### config.mk
export PLATFORM = sky130hd
export DESIGN_NAME = ifetch_prefetch_queue
export DESIGN_NICKNAME = d
export VERILOG_FILES = /design/src/rtl/ifetch_pkg.sv /design/src/rtl/ifq_fifo.sv /design/src/rtl/ifetch_prefetch_queue.sv
export SDC_FILE = /design/constraint.sdc
export NUM_CORES = 1
export LEC_CHECK = 0
export ABC_AREA = 1
export BUFFER_PORTS_ARGS = -buffer_cell sky130_fd_sc_hd__clkbuf_2
export CAP_MARGIN = 20
export CORE_UTILIZATION = 50
export DETAILED_ROUTE_END_ITERATION = 8
export GPL_TIMING_DRIVEN = 0
export PLACE_DENSITY_LB_ADDON = 0.12
export SLEW_MARGIN = 5
export SYNTH_ARGS = -nofsm -noshare
export SYNTH_HDL_FRONTEND = slang
export SYNTH_SLANG_ARGS = --single-unit
### constraint.sdc
create_clock -name clk -period 6.34 [get_ports clk]
set_input_delay 1.268 -clock clk [delete_from_list [all_inputs] [get_ports clk]]
set_output_delay 1.268 -clock clk [all_outputs]
set_load 0.02 [all_outputs]
### src/rtl/ifetch_pkg.sv
// Shared types and constants for the instruction-fetch prefetch queue.
// FSM encodings are fixed so external checkers can decode dbg_state directly.
package ifetch_pkg;

  typedef enum logic [1:0] {
    ST_IDLE    = 2'b00,
    ST_FETCH   = 2'b01,
    ST_DISCARD = 2'b10
  } ifq_state_e;

  localparam logic [31:0] RESET_PC = 32'h0000_0000;

endpackage

### src/rtl/ifq_fifo.sv
// Circular word/address store for the prefetch queue: pointers, count, full/empty.
// A push while full is accepted only together with a pop.
module ifq_fifo #(
  parameter int DEPTH = 4,
  parameter int AW    = 32
) (
  input  logic                         clk,
  input  logic                         rst,
  input  logic                         flush,
  input  logic                         push,
  input  logic                         pop,
  input  logic [31:0]                  wdata,
  input  logic [AW-1:0]                waddr,
  output logic [$clog2(DEPTH+1)-1:0]   count,
  output logic                         full,
  output logic                         empty,
  output logic [31:0]                  head_word,
  output logic [AW-1:0]                head_addr,
  output logic [31:0]                  next_word
);

  localparam int PW = $clog2(DEPTH);
  localparam int CW = $clog2(DEPTH+1);

  logic [31:0]   word_q [DEPTH];
  logic [AW-1:0] addr_q [DEPTH];
  logic [PW-1:0] rd_q;
  logic [PW-1:0] wr_q;
  logic [PW-1:0] rd_nxt;
  logic [CW-1:0] cnt_q;
  logic          do_push;
  logic          do_pop;

  assign empty   = (cnt_q == '0);
  assign full    = (cnt_q == CW'(DEPTH));
  assign do_pop  = pop && !empty;
  assign do_push = push && (!full || do_pop);
  assign rd_nxt  = rd_q + PW'(1);

  // DEPTH is a power of two, so pointer wrap is the natural PW-bit overflow.
  always_ff @(posedge clk or negedge rst) begin
    if (!rst) begin
      rd_q  <= '0;
      wr_q  <= '0;
      cnt_q <= '0;
    end else if (flush) begin
      rd_q  <= '0;
      wr_q  <= '0;
      cnt_q <= '0;
    end else begin
      if (do_push) wr_q <= wr_q + PW'(1);
      if (do_pop)  rd_q <= rd_nxt;
      cnt_q <= cnt_q + CW'(do_push) - CW'(do_pop);
    end
  end

  always_ff @(posedge clk) begin
    if (do_push && !flush) begin
      word_q[wr_q] <= wdata;
      addr_q[wr_q] <= waddr;
    end
  end

  assign count     = cnt_q;
  assign head_word = word_q[rd_q];
  assign head_addr = addr_q[rd_q];
  assign next_word = word_q[rd_nxt];

endmodule

### src/rtl/ifetch_prefetch_queue.sv
// Instruction prefetch queue: fetch FSM, redirect/discard handling, head presentation.
// Build option IFQ_BYPASS_EN lets an empty queue show the completing icache word directly.
module ifetch_prefetch_queue
  import ifetch_pkg::*;
#(
  parameter int DEPTH = 4,
  parameter int AW    = 32
) (
  input  logic                       clk,
  input  logic                       rst,
  input  logic                       redirect,
  input  logic [AW-1:0]              redirect_addr,
  input  logic                       CPU_stall,
  output logic                       icache_read,
  output logic [AW-1:0]              icache_addr,
  input  logic                       icache_stall,
  input  logic [31:0]                icache_rdata,
  input  logic                       deq,
  output logic                       q_valid,
  output logic [31:0]                q_word,
  output logic [AW-1:0]              q_addr,
  output logic                       q_next_valid,
  output logic [31:0]                q_next_word,
  output logic                       q_half,
  output logic [1:0]                 dbg_state,
  output logic [$clog2(DEPTH+1)-1:0] dbg_count
);

  localparam int CW = $clog2(DEPTH+1);

  // Handshakes: an icache request completes in any cycle with icache_read=1 and
  // icache_stall=0, and read/addr stay frozen until then; the head is consumed
  // in any cycle with q_valid=1, deq=1, CPU_stall=0 and no redirect.

  ifq_state_e    state_q, state_d;
  logic [AW-1:0] fetch_addr_q, fetch_addr_d;
  logic [AW-1:0] target_q, target_d;
  logic          half_pend_q, half_pend_d;
  logic          half_q, half_d;

  logic [AW-1:0] redirect_tgt;
  logic          unused_addr_bit;
  logic          fire;
  logic          flush;
  logic          push;
  logic          fifo_pop;
  logic          byp_pop;
  logic [CW-1:0] count;
  logic          full;
  logic          empty;
  logic [31:0]   head_word;
  logic [AW-1:0] head_addr;

  assign redirect_tgt    = {redirect_addr[AW-1:2], 2'b00};
  assign unused_addr_bit = redirect_addr[0];

  assign icache_read = (state_q != ST_IDLE);
  assign icache_addr = fetch_addr_q;
  assign fire        = icache_read && !icache_stall;
  assign fifo_pop    = deq && !CPU_stall && !redirect && !empty;
  assign push        = (state_q == ST_FETCH) && fire && !redirect && !byp_pop;

`ifdef IFQ_BYPASS_EN
  logic byp_valid;
  assign byp_valid = (state_q == ST_FETCH) && empty && fire && !redirect;
  assign byp_pop   = byp_valid && deq && !CPU_stall;
  assign q_valid   = !empty || byp_valid;
  assign q_word    = empty ? icache_rdata : head_word;
  assign q_addr    = empty ? fetch_addr_q : head_addr;
  assign q_half    = empty ? (byp_valid && half_pend_q) : half_q;
`else
  assign byp_pop   = 1'b0;
  assign q_valid   = !empty;
  assign q_word    = head_word;
  assign q_addr    = head_addr;
  assign q_half    = half_q;
`endif

  assign q_next_valid = (count >= CW'(2));
  assign dbg_state    = state_q;
  assign dbg_count    = count;

  ifq_fifo #(
    .DEPTH(DEPTH),
    .AW   (AW)
  ) u_fifo (
    .clk      (clk),
    .rst      (rst),
    .flush    (flush),
    .push     (push),
    .pop      (fifo_pop),
    .wdata    (icache_rdata),
    .waddr    (fetch_addr_q),
    .count    (count),
    .full     (full),
    .empty    (empty),
    .head_word(head_word),
    .head_addr(head_addr),
    .next_word(q_next_word)
  );

  always_comb begin
    state_d      = state_q;
    fetch_addr_d = fetch_addr_q;
    target_d     = target_q;
    half_pend_d  = half_pend_q;
    half_d       = half_q;
    flush        = 1'b0;
    if (fifo_pop) half_d = 1'b0;
    case (state_q)
      ST_IDLE: begin
        if (redirect) begin
          flush        = 1'b1;
          half_d       = 1'b0;
          fetch_addr_d = redirect_tgt;
          half_pend_d  = redirect_addr[1];
          state_d      = ST_FETCH;
        end else if (!full || fifo_pop) begin
          state_d = ST_FETCH;
        end
      end
      ST_FETCH: begin
        if (redirect) begin
          flush       = 1'b1;
          half_d      = 1'b0;
          half_pend_d = redirect_addr[1];
          // A stalled request cannot be withdrawn; park the target until it drains.
          if (icache_stall) begin
            target_d = redirect_tgt;
            state_d  = ST_DISCARD;
          end else begin
            fetch_addr_d = redirect_tgt;
          end
        end else if (fire) begin
          fetch_addr_d = fetch_addr_q + AW'(4);
          if (half_pend_q && push) half_d = 1'b1;
          half_pend_d = 1'b0;
          if ((int'(count) + 1 == DEPTH) && !fifo_pop) state_d = ST_IDLE;
        end
      end
      ST_DISCARD: begin
        if (redirect) begin
          flush       = 1'b1;
          half_d      = 1'b0;
          target_d    = redirect_tgt;
          half_pend_d = redirect_addr[1];
        end
        if (fire) begin
          fetch_addr_d = redirect ? redirect_tgt : target_q;
          state_d      = ST_FETCH;
        end
      end
      default: state_d = ST_IDLE;
    endcase
  end

  always_ff @(posedge clk or negedge rst) begin
    if (!rst) begin
      state_q      <= ST_IDLE;
      fetch_addr_q <= AW'(RESET_PC);
      target_q     <= '0;
      half_pend_q  <= 1'b0;
      half_q       <= 1'b0;
    end else begin
      state_q      <= state_d;
      fetch_addr_q <= fetch_addr_d;
      target_q     <= target_d;
      half_pend_q  <= half_pend_d;
      half_q       <= half_d;
    end
  end

endmodule

**Word level (Yosys, flattened, before mapping)**

Memories as Yosys holds them, arrays and structs flattened.
Cells that the tools add are included.
W data, S select, Z words.

- Output and inout bits: 137
- RAM bits: 256
- Word-level logic and storage cells: 102
- Memories: 2
- Bits in read-only memories: 0
- Bits of input ports: 70
- Register bits after elaboration: 75
- Bits in latches: 0

Memory list:

| name | words | width | rd ports | clocked after memory_dff | write ports | RTL line | text |
|---|---|---|---|---|---|---|---|
| u_fifo.addr_q | 4 | 32 | 1 | 0 | 1 | ifq_fifo.sv:26 | `logic [AW-1:0] addr_q [DEPTH];` |
| u_fifo.word_q | 4 | 32 | 2 | 0 | 1 | ifq_fifo.sv:25 | `logic [31:0] word_q [DEPTH];` |

- Bitwise operators: 0
- Add/sub/neg operators: 6
- Divide/modulo/power cells: 0
- Multiply operators: 0
- Shifts and indexed selects: 0
- Equal/unequal tests: 14
- Reduce and logical (&&, ||, !) cells: 34
- Muxes and demuxes: 37
- $lt $le $gt $ge: 1

Operators with widths:

| operator | number |
|---|---|
| $mux W32 | 8 |
| $pmux W32 S3 | 1 |
| $pmux W32 S2 | 1 |
| $add A32 B3 Y32 const B | 1 |
| $mux W2 | 11 |
| $mux W1 | 12 |
| $ne A3 B3 Y1 const B | 4 |
| $logic_and A1 B1 Y1 | 11 |
| $reduce_and A5 Y1 | 2 |
| $reduce_bool A2 Y1 | 5 |
| $ne A2 B2 Y1 const B | 4 |
| $logic_not A1 Y1 | 7 |
| $pmux W2 S3 | 1 |
| $reduce_and A3 Y1 | 2 |
| $add A2 B1 Y2 const B | 2 |
| $add A3 B1 Y4 const B | 1 |
| $eq A4 B3 Y1 const B | 1 |
| $pmux W1 S2 | 2 |
| $add A3 B1 Y3 | 1 |
| $eq A3 B3 Y1 const B | 1 |
| $ge A3 B2 Y1 const B | 1 |
| $logic_not A3 Y1 | 1 |
| $mux W3 | 1 |
| $ne A3 B2 Y1 const B | 1 |
| 9 further kinds | 10 |

**Depth between registers and ports, before layout**

Gate-level depths: netlist (run 1).

- Depth after elaboration: 10
- Gate-level depth with buffers: 12
- Gate-level depth less buffers: 12

**By module**

From an unflattened synthesis (run 1), not the netlist that was laid out.

- Cells, all modules: 1552
- Area, all modules: 15339.7 sq um

Modules (own cells, without submodules):

| module | times used | area an instance (sq um) | cells each |
|---|---|---|---|
| ifq_fifo | 1 | 11019.3 | 922 |
| ifetch_prefetch_queue | 1 | 4320.4 | 630 |

**Worst setup path after synthesis (run 1)**

OpenSTA, ideal clock, no wires.

- Path kind: in2reg
- Start: in redirect
- End: mem u_fifo.addr_q[0][0], enable pin
- Setup slack: 1.395 ns
- Cell stages on the path: 5
- Arrival: 4.459 ns
- Data required time: 5.854 ns
- Path buffers: 0
- Cell sequence: nor3_1 > nand2_1 > nand2_1 > nand2_1 > nor2_1

- Word-level cells in the longest chain between the ends: 9

RTL lines:

| what | RTL line | text |
|---|---|---|
| from (decl) | ifetch_prefetch_queue.sv:11 | `input logic redirect,` |
| $logic_not A1 Y1 | ifetch_prefetch_queue.sv:60, ifetch_prefetch_queue.sv:61 |  |
| $logic_and A1 B1 Y1 (2 in series) | ifetch_prefetch_queue.sv:60 | `assign fifo_pop = deq && !CPU_stall && !redirect && !empty;` |
| $logic_and A1 B1 Y1 | ifq_fifo.sv:36 | `assign do_pop = pop && !empty;` |
| $logic_or A1 B1 Y1 | ifq_fifo.sv:37 | `assign do_push = push && (!full \|\| do_pop);` |
| $logic_and A1 B1 Y1 | ifq_fifo.sv:37 |  |
| $logic_and A1 B1 Y1 (*) | ifq_fifo.sv:58 | `if (do_push && !flush) begin` |
| $mux W1 (*) | ifq_fifo.sv:58 |  |
| $mux W1 (implied by the code) (*) | ifq_fifo.sv:60 | `addr_q[wr_q] <= waddr;` |
| to (decl) | ifq_fifo.sv:26 |  |

Every way passes the cells marked *; elsewhere a longest branch is shown, timed or not.

**Worst setup path after layout (run 1)**

- Start: reg u_fifo.rd_q[0]
- End: out q_addr[30]

- Word-level cells in the longest chain between the ends: 1

RTL lines:

| what | RTL line | text |
|---|---|---|
| from (decl) | ifq_fifo.sv:27 | `logic [PW-1:0] rd_q;` |
| from (signal assigned) | ifq_fifo.sv:52 | `if (do_pop) rd_q <= rd_nxt;` |
| $mem_v2 Z4 W32 | n/a |  |
| to (decl) | ifetch_prefetch_queue.sv:21 | `output logic [AW-1:0] q_addr,` |

No other way between the ends.

==> flow_summary.toml, run 1 <==
[sta]
hold_viol_final = 0
slew_viol_final = 0
min_period_ps = 3960
fin_skew_ps = 16.3
rsz0062_at_grt = "false"
fmax_mhz = 252
slew_headroom_pct = 43.4
setup_violations = 0
tightest_slew_ps = 847
worst_hold_slack_ps = 486
timing.final.crit_share_pct = 62.5

[yosys]
syn_avg_cell_area_um2 = 9.94
ys_top_cells_by_area = "edfxtp_1, dfrtp_1, o21ai_0"
synth_area_um2 = 15100
synth_edf_count = 256
ys_seq_elements = 331
syn_nets = 1607
yosysUniqueCellTypes = 37
yosysMostFrequentCell = "edfxtp_1"
syn_inst = 1523
ys_warn_count = 0
ys_async_sr_fraction_pct = 22.7
ys_seq_area_share_pct = 63.2
yosys-top-cells-count = "edfxtp_1, nand2_1, o21ai_0"
yosysTopAreaCellShare_pct = 50.8
synth_top_flop_cell = "edfxtp_1"
yosys.area.top_type = "edfxtp_1"

[floorplanning]
initial_core_util_pct = 51.0
fp.dieH_um = 176
die_area_um2 = 31000
num_rows = 63
die_w_um = 176
ios = 207
coreArea_um2 = 29700

[layout]
area_growth_pct = 19.5
stdcell_area_um2 = 18100
n_fill_cell = 2496
nets = 1859
layout-drive-gt1-share_pct = 18.0

[critical_path]
cpPeakStageDelay_ps = 470
crit_arrival_ps = 2700
ff2ff_path_depth = 9
critPathLaunchType = "register"
critical_path_peak_fanout = 10
critPathMostFrequentCell = "buf_2"
required_ps = 5070
worstReg2RegStart = "dbg_state[0]"
r2r_setup_slack_ps = 3300
worstSetupPathType = "register to primary output"
cp-end-kind = "primary output"
crit_slowest_cell = "clkbuf_1"
r2r_end = "u_fifo.word_q[3][13]"
crit_start = "u_fifo.rd_q[0]"
path_cells = "buf_2 > inv_2 > buf_2 > clkbuf_1 > o21ai_0 > o22ai_1 > clkbuf_2"

[detailed_routing]
wirelength_mm = 41.7
via_per_inst = 5.50
drtPass1Iterations = 8
vias = 12059
drt_first_iter_violations = 1129
drtAntennaViolNets = 0
wl_per_cell_um = 19.0
drc = 0

[clock_network]
clk_latency_ps = 520
h-tree-depth = 2
cts_root_buf = "clkbuf_16"
numCtsBuffers = 36
cts_resized = 0
path_clk_slew_ps = 60
clock_path_buffers = 3
clock_sinks = 331
hold_buffers = 0
cts_setup_buffers = 0
cts_tree = "done"

[min_path]
hold_path_depth = 2
holdCritStartpoint = "target_q[7]"
hold_path_end = "target_q[7]"
hold_class = "register to register"

[placed_design]
place_hpwl_mm = 28.7
place.gp.congestion = 0.886
io_buffers = 205
post_dp_cell_area_um2 = 16900

[global_route]
grt_max_degree = 42
grt_pass1_wl_mm = 63.6
grt.overflow.total = 0
antenna_found_initial = 1
grt_pass1_vias = 11598
grt_usage_pct = 26.7

[outcome]
outcome = "complete, no violations"

[job]
drv_cap = 0

[power_and_ir_drop]
power-per-cell-area_nw_per_um2 = 402
ir_drop_uv = 330
leakage_nw = 7.44
power by group:
part	total, W	switching (W)	internal (W)
clock	0.00214	0.000835	0.00131
combinational	0.00205	0.00139	0.000659
sequential	0.00307	0.000353	0.00272
total	0.00727	0.00258	0.00469
worst max-delay path by stage:
stage / to / slack [ps] / cells past startpoint
2_1_floorplan: u_fifo.addr_q[0][0] / 1390 / 5
5_1_grt: q_addr[30] / 2240 / 7
3_5_place_dp: u_fifo.word_q[3][16] / 2450 / 8
3_3_place_gp: u_fifo.word_q[0][16] / -1200 / 6
6_report: q_addr[30] / 2380 / 7
4_1_cts: q_addr[30] / 2360 / 7
layout by cell type, fill, tap and decap left out, types with 2 or more instances in the layout:
cell | Yosys | final
a21oi_1 | 120 | 120
buf_6 | 5 | 5
buf_12 | 0 | 6
clkbuf_1 | 47 | 56
nand2_1 | 252 | 252
a22oi_1 | 13 | 13
inv_1 | 120 | 120
nor3_1 | 3 | 3
o31ai_1 | 2 | 2
nand3b_1 | 2 | 2
clkbuf_8 | 0 | 3
clkbuf_16 | 0 | 37
dfrtp_1 | 75 | 75
nand2_2 | 2 | 2
xor2_1 | 7 | 7
ha_1 | 13 | 13
buf_1 | 14 | 14
o21ai_0 | 232 | 232
buf_4 | 2 | 2
nor2_1 | 191 | 187
clkinv_1 | 1 | 2
edfxtp_1 | 256 | 256
clkinv_2 | 0 | 8
nand4_1 | 3 | 3
nor2_2 | 7 | 7
buf_2 | 17 | 17
inv_2 | 5 | 5
o22ai_1 | 33 | 33
clkbuf_2 | 0 | 204
buf_16 | 0 | 3
nand3_1 | 59 | 59
a21oi_2 | 10 | 10
o21ai_1 | 7 | 7
nor2_4 | 2 | 6
bufinv_16 | 0 | 5
a221oi_1 | 13 | 13
o211ai_1 | 3 | 3
state kept, by name, indices dropped and copies added, names as in the netlist:
name and cells:
u_fifo.addr_q 128, u_fifo.word_q 128, icache_addr 32, target_q 32, u_fifo.count 3, dbg_state 2
u_fifo.rd_q 2, u_fifo.wr_q 2, half_pend_q 1, q_half 1
layout make-up:
type	count	area (µm²)	area share (%)
well taps	390	488	2.70
inverters	126	473	2.61
clock inverters	15	201	1.11
clock buffers	49	1000	5.53
multi-input cells	981	4750	26.2
plain buffers	85	385	2.13
diodes	1	2.50	0.0138
flip-flops and latches	331	9560	52.9
repair buffers	214	1230	6.80
stage by stage:
| stage | instances | util, % | total power [W] | TNS [ps] | worst slack (ps) |
|---|---|---|---|---|---|
| floorplan | 1523 | - | 0.00438 | 0 | 1390 |
| global placement | 2118 | 56.0 | 0.00512 | -293000 | -1200 |
| detailed placement | 2127 | 56.8 | 0.00516 | 0 | 2450 |
| CTS | 2191 | 60.9 | 0.00730 | 0 | 2360 |
| global route | 2192 | 60.9 | 0.00766 | 0 | 2240 |
| finish | 2192 | 60.9 | 0.00727 | 0 | 2380 |
logic make-up (layout without fill, tap and decap cells):
family                     count (synthesis)  in the layout  share of synthesized area (%)
buffers and inverters                    211            489                           5.67
xor gates and xnor gates                   7              7                          0.405
DFF                                      331            331                           63.2
AOI/OAI and AO/OA                        435            435                           15.5
and+or+nand+nor                          525            525                           14.0
other                                      0              1                              0
adders and majority gates                 14             14                           1.21
worst max-delay path, delay by kind of cell (launching register included):
| family | cells | cell delay [ps] |
|---|---|---|
| AOI/OAI and AO/OA | 2 | 480 |
| buffers and inverters | 5 | 1350 |
| DFF | 1 | 350 |
layer usage:
metal | up-vias | GRT usage (%) | part of all wire, %
li1 | 5782 | - | -
met1 | 5722 | 35.4 | 42
met2 | 471 | 44.1 | 47
met3 | 84 | 4.59 | 7.4
met4 | 0 | 10.3 | 3.1
met5 | - | 0 | 0
Note: power is estimated with default switching activity, not from simulation.
==> inputs of run 2 (changes only) <==
==> constraint.sdc (replaced) <==
create_clock -name clk -period 3.2 [get_ports clk]
set_input_delay 0.64 -clock clk [delete_from_list [all_inputs] [get_ports clk]]
set_output_delay 0.64 -clock clk [all_outputs]
set_load 0.02 [all_outputs]
==> run 2 against run 1 <==
Count of clock-buffer cells in the layout shrank 1. Setup slack lost 2300 ps. Largest power group unchanged. First-iteration DRC count rose by 10%.
==> flow_summary.toml, run 2 (synthesis gave the netlist of run 1 again) <==
[critical_path]
cp-end-kind = "primary output"
worstSetupPathType = "register to primary output"
crit_start = "u_fifo.rd_q[0]"
critPathLaunchType = "register"
crit_slowest_cell = "buf_1"
required_ps = 2560
critical_path_peak_fanout = 10
worstReg2RegStart = "dbg_state[0]"
path_cells = "buf_2 > nand2_1 > buf_1 > nor2_1 > o21ai_0 > clkbuf_2"
cpPeakStageDelay_ps = 550
crit_arrival_ps = 2490

[layout]
layout-drive-gt1-share_pct = 19.1
area_growth_pct = 19.4
n_fill_cell = 2515
mostFrequentLayoutCell = "edfxtp_1"
diodes = 0
nets = 1859
register_area_um2 = 9560
reg.largest.list = "u_fifo.addr_q (128), u_fifo.word_q (128)"
multi_input_area_um2 = 4760
layout_common_cells = "edfxtp_1, nand2_1, o21ai_0, clkbuf_2, nor2_1"

[power_and_ir_drop]
combPwrFrac_pct = 28.7
ir_drop_uv = 525
leakage_nw = 7.46
clkPwrFrac_pct = 28.5
finalPower_w = 0.0142
p_int_w = 0.00914
power-per-cell-area_nw_per_um2 = 788
switching_share_pct = 35.9
power_switching_w = 0.00511
power_frac_seq_pct = 42.8

[floorplanning]
coreArea_um2 = 29700
initial_core_util_pct = 51.0
fp.dieH_um = 176
die_w_um = 176
die_area_um2 = 31000
ios = 207
num_rows = 63

[clock_network]
numCtsBuffers = 35
path_clk_slew_ps = 60
hold_buffers = 0
clock_path_buffers = 3
cts_root_buf = "clkbuf_16"
cts_tree = "done"
clk_latency_ps = 510
h-tree-depth = 2
cts_setup_buffers = 0
clock_sinks = 331

[sta]
rsz0062_at_grt = "false"
timing.final.crit_share_pct = 97.8
hold_viol_final = 0
min_period_ps = 3130
slew_viol_final = 0
tightest_slew_ps = 753
fmax_mhz = 320
setup_violations = 0
fin_skew_ps = 7.89
finalSetupTns_ps = 0
slew_headroom_pct = 49.7

[global_route]
grt_usage_pct = 27.0
antenna_found_initial = 0
grt.overflow.total = 0
grt_max_degree = 41
grt_pass1_wl_mm = 64.4
grt_pass1_vias = 11848

[min_path]
hold_class = "input port to asynchronous set/reset pin"

[outcome]
outcome = "complete, no violations"

[placed_design]
place_hpwl_mm = 29.0
io_buffers = 205
place.gp.congestion = 0.906

[detailed_routing]
vias = 12134
wirelength_mm = 41.7
drc = 0
drtPass1Iterations = 6
wl_per_cell_um = 19.1
via_per_inst = 5.54
drtAntennaViolNets = 0
drt_first_iter_violations = 1245

[job]
drv_cap = 0
-- run 2: changes by cell type in the layout (fill, tap and decap cells not counted), moves of 2 or more --
| cell | delta |
|---|---|
| bufinv_16 | -2 |
| buf_2 | +3 |
| clkbuf_2 | +15 |
| buf_1 | -7 |
| clkbuf_1 | -13 |
| clkinv_2 | -3 |
-- run 2: timing repair --
| item | in CTS | in global routing |
|---|---|---|
| endpoints found under the hold margin | 0 | 0 |
| cloned | 0 | 0 |
| gates resized for setup | 9 | 19 |
| endpoints found under the setup margin | 19 | 35 |
-- run 2: per-stage QoR --
stage	utilization [%]	hold slack (ps)	setup slack (ps)	instance area [µm²]	std cells
after CTS	60.8	142	20.2	18100	2189
final	60.9	139	71.7	18100	2189
after detailed placement	56.9	475	164	16900	2128
after global routing	60.9	181	7.34	18100	2189
after global placement	56.1	466	-1870	16700	2118
after floorplan	-	344	-246	15200	1523
-- run 2: path summary, 6_finish.rpt --
check / endpoint / slack, ps / cells past startpoint
max in group asynchronous: icache_addr[7] / 2430 / 2
worst max-delay path: q_next_word[21] / 70 / 6
min in group clk: u_fifo.word_q[2][23] / 350 / 1
worst min-delay path: target_q[13] / 140 / 1
worst min register to register: target_q[8] / 490 / 2
worst max register to register: u_fifo.word_q[1][12] / 400 / 9
-- run 2: critical path: cells and delay by family (launching register included) --
family,cells,cell delay [ps]
compound gates,1,340
buf+inv,3,1000
flops,1,350
simple gates,2,290
-- run 2: area by class of cell --
type	instances	share of cell area, %
flip-flops and latches	331	52.9
multi-input cells	981	26.3
repair buffers	215	6.92
clock buffers	48	5.51
well taps	390	2.70
inverters	126	2.62
plain buffers	85	2.28
clock inverters	13	0.802
-- run 2: layer usage --
metal	track usage (%)	vias up	share of wire [%]
li1	-	5793	-
met3	4.26	68	6.9
met5	0	-	0
met1	35.3	5783	42
met2	45.6	490	49
met4	9.35	0	2.2
-- run 2: power groups by stage --
stage                     sequential, W  combinational [W]  clock (W)
after floorplan                 0.00616            0.00251          0
after global placement          0.00615            0.00398          0
after detailed placement        0.00617            0.00407          0
after CTS                       0.00608            0.00409    0.00411
after global routing            0.00618            0.00456    0.00427
final                           0.00610            0.00409    0.00405
==> inputs of run 3 (changes only) <==
--- a/config.mk
+++ b/config.mk
@@ -8,7 +8,7 @@
 export ABC_AREA = 1
 export BUFFER_PORTS_ARGS = -buffer_cell sky130_fd_sc_hd__clkbuf_2
 export CAP_MARGIN = 20
-export CORE_UTILIZATION = 50
+export CORE_UTILIZATION = 30
 export DETAILED_ROUTE_END_ITERATION = 8
 export GPL_TIMING_DRIVEN = 0
 export PLACE_DENSITY_LB_ADDON = 0.12
==> run 3 against run 2 <==
Setup slack gained 30 ps. Flip-flop and latch count is the same. Sequential share of layout area shrank 1.4 points. Count of clock-buffer cells in the layout grew 5. Global-route usage shrank 7.7 points. Critical endpoint is now q_addr[5]. Largest cell class unchanged.
==> flow_summary.toml, run 3 (synthesis gave the netlist of run 1 again) <==
[sta]
hold_viol_final = 0
tightest_slew_ps = 887
finalSetupTns_ps = 0
rsz0062_at_grt = "false"
slew_headroom_pct = 40.7
fmax_mhz = 323
setup_violations = 0
min_period_ps = 3100
worst_hold_slack_ps = 99.4
slew_viol_final = 0
fin_skew_ps = 22.4
timing.final.crit_share_pct = 96.8

[critical_path]
required_ps = 2560
path_cells = "inv_2 > buf_2 > clkbuf_2 > o21ai_0 > o22ai_1 > clkbuf_2"
cpPeakStageDelay_ps = 400
critPathLaunchType = "register"
crit_slowest_cell = "dfrtp_1"
critical_path_peak_fanout = 10
cp-end-kind = "primary output"
crit_arrival_ps = 2460
worstSetupPathType = "register to primary output"
critPathMostFrequentCell = "clkbuf_2"
r2r_setup_slack_ps = 350

[clock_network]
numCtsBuffers = 40
h-tree-depth = 2
clock_sinks = 331
hold_buffers = 0
cts_root_buf = "clkbuf_16"
path_clk_slew_ps = 60
clk_latency_ps = 560
cts_tree = "done"
clock_path_buffers = 3

[detailed_routing]
drtAntennaViolNets = 0
via_per_inst = 4.82
wl_per_cell_um = 20.1
drt_first_iter_violations = 832
drc = 0
drtPass1Iterations = 6
wirelength_mm = 49.7
vias = 11930

[min_path]
hold_class = "input port to asynchronous set/reset pin"

[floorplanning]
ios = 207
die_area_um2 = 51400
num_rows = 81
coreArea_um2 = 49400
die_w_um = 227
fp.dieH_um = 227
initial_core_util_pct = 30.7

[layout]
register_area_um2 = 9560
layout_common_cells = "edfxtp_1, nand2_1, o21ai_0, clkbuf_2, nor2_1"
reg.largest.list = "u_fifo.addr_q (128), u_fifo.word_q (128)"
stdcell_area_um2 = 18600
layout-drive-gt1-share_pct = 20.3
area_growth_pct = 22.7
nets = 1863
mostFrequentLayoutCell = "edfxtp_1"
multi_input_area_um2 = 4780
n_fill_cell = 4994

[outcome]
outcome = "complete, no violations"

[power_and_ir_drop]
power-per-cell-area_nw_per_um2 = 796
ir_drop_uv = 443
leakage_nw = 7.55

[global_route]
antenna_found_initial = 2
grt.overflow.total = 0
grt_max_degree = 40
grt_pass1_wl_mm = 73.5
grt_usage_pct = 19.3
grt_pass1_vias = 12017

[placed_design]
place.gp.congestion = 0.812
place_hpwl_mm = 34.5
io_buffers = 205
post_dp_cell_area_um2 = 17200

[job]
drv_cap = 0
## run 3: power breakdown
group	internal, W	total (W)	switching (W)
registers	0.00539	0.00614	0.000750
clock network	0.00261	0.00443	0.00182
logic	0.00133	0.00422	0.00290
## run 3: final cells by class
type	instances	share of cell area, %
diodes	1	0.0135
plain buffers	85	2.40
clock buffers	53	5.98
clock inverters	20	0.855
inverters	126	2.55
multi-input cells	981	25.7
flip-flops and latches	331	51.5
well taps	664	4.47
repair buffers	214	6.54
## run 3: critical path: cells and delay by family, from the launching register on
family,cells,cell delay [ps]
flops,1,400
buf+inv,4,1070
compound gates,2,430
## run 3: through the flow
step | cells | utilization [%] | power [W] | worst slack (ps)
2_1_floorplan | 1523 | - | 0.00867 | -246
3_3_place_gp | 2392 | 34.5 | 0.0104 | -2200
3_5_place_dp | 2401 | 34.9 | 0.0105 | 11.3
4_1_cts | 2474 | 37.6 | 0.0150 | 6.29
5_1_grt | 2474 | 37.6 | 0.0156 | 4.64
6_report | 2475 | 37.7 | 0.0148 | 102
## run 3: per-layer routing
metal	GRT usage [%]	up-vias	share of wire (%)
li1	-	5795	-
met1	24.4	5710	43
met4	5.91	2	2.4
met5	0	-	0.028
met2	32.8	344	48
met3	4.22	79	6.1
## run 3: repair_timing
item                       4_1_cts  5_1_grt
setup buffers                    0        0
setup endpoints to repair       88       22
gates resized for setup         38       17
## run 3: worst paths after layout
path	start	endpoint	depth (start not counted)
worst max-delay path	u_fifo.rd_q[1]	q_addr[5]	6
worst min-delay path	rst	target_q[16]	1
worst max register to register	dbg_state[0]	u_fifo.addr_q[3][19]	8
worst min register to register	target_q[10]	target_q[10]	2
max in group asynchronous	rst	icache_addr[7]	2
min in group clk	icache_rdata[31]	u_fifo.word_q[1][31]	1
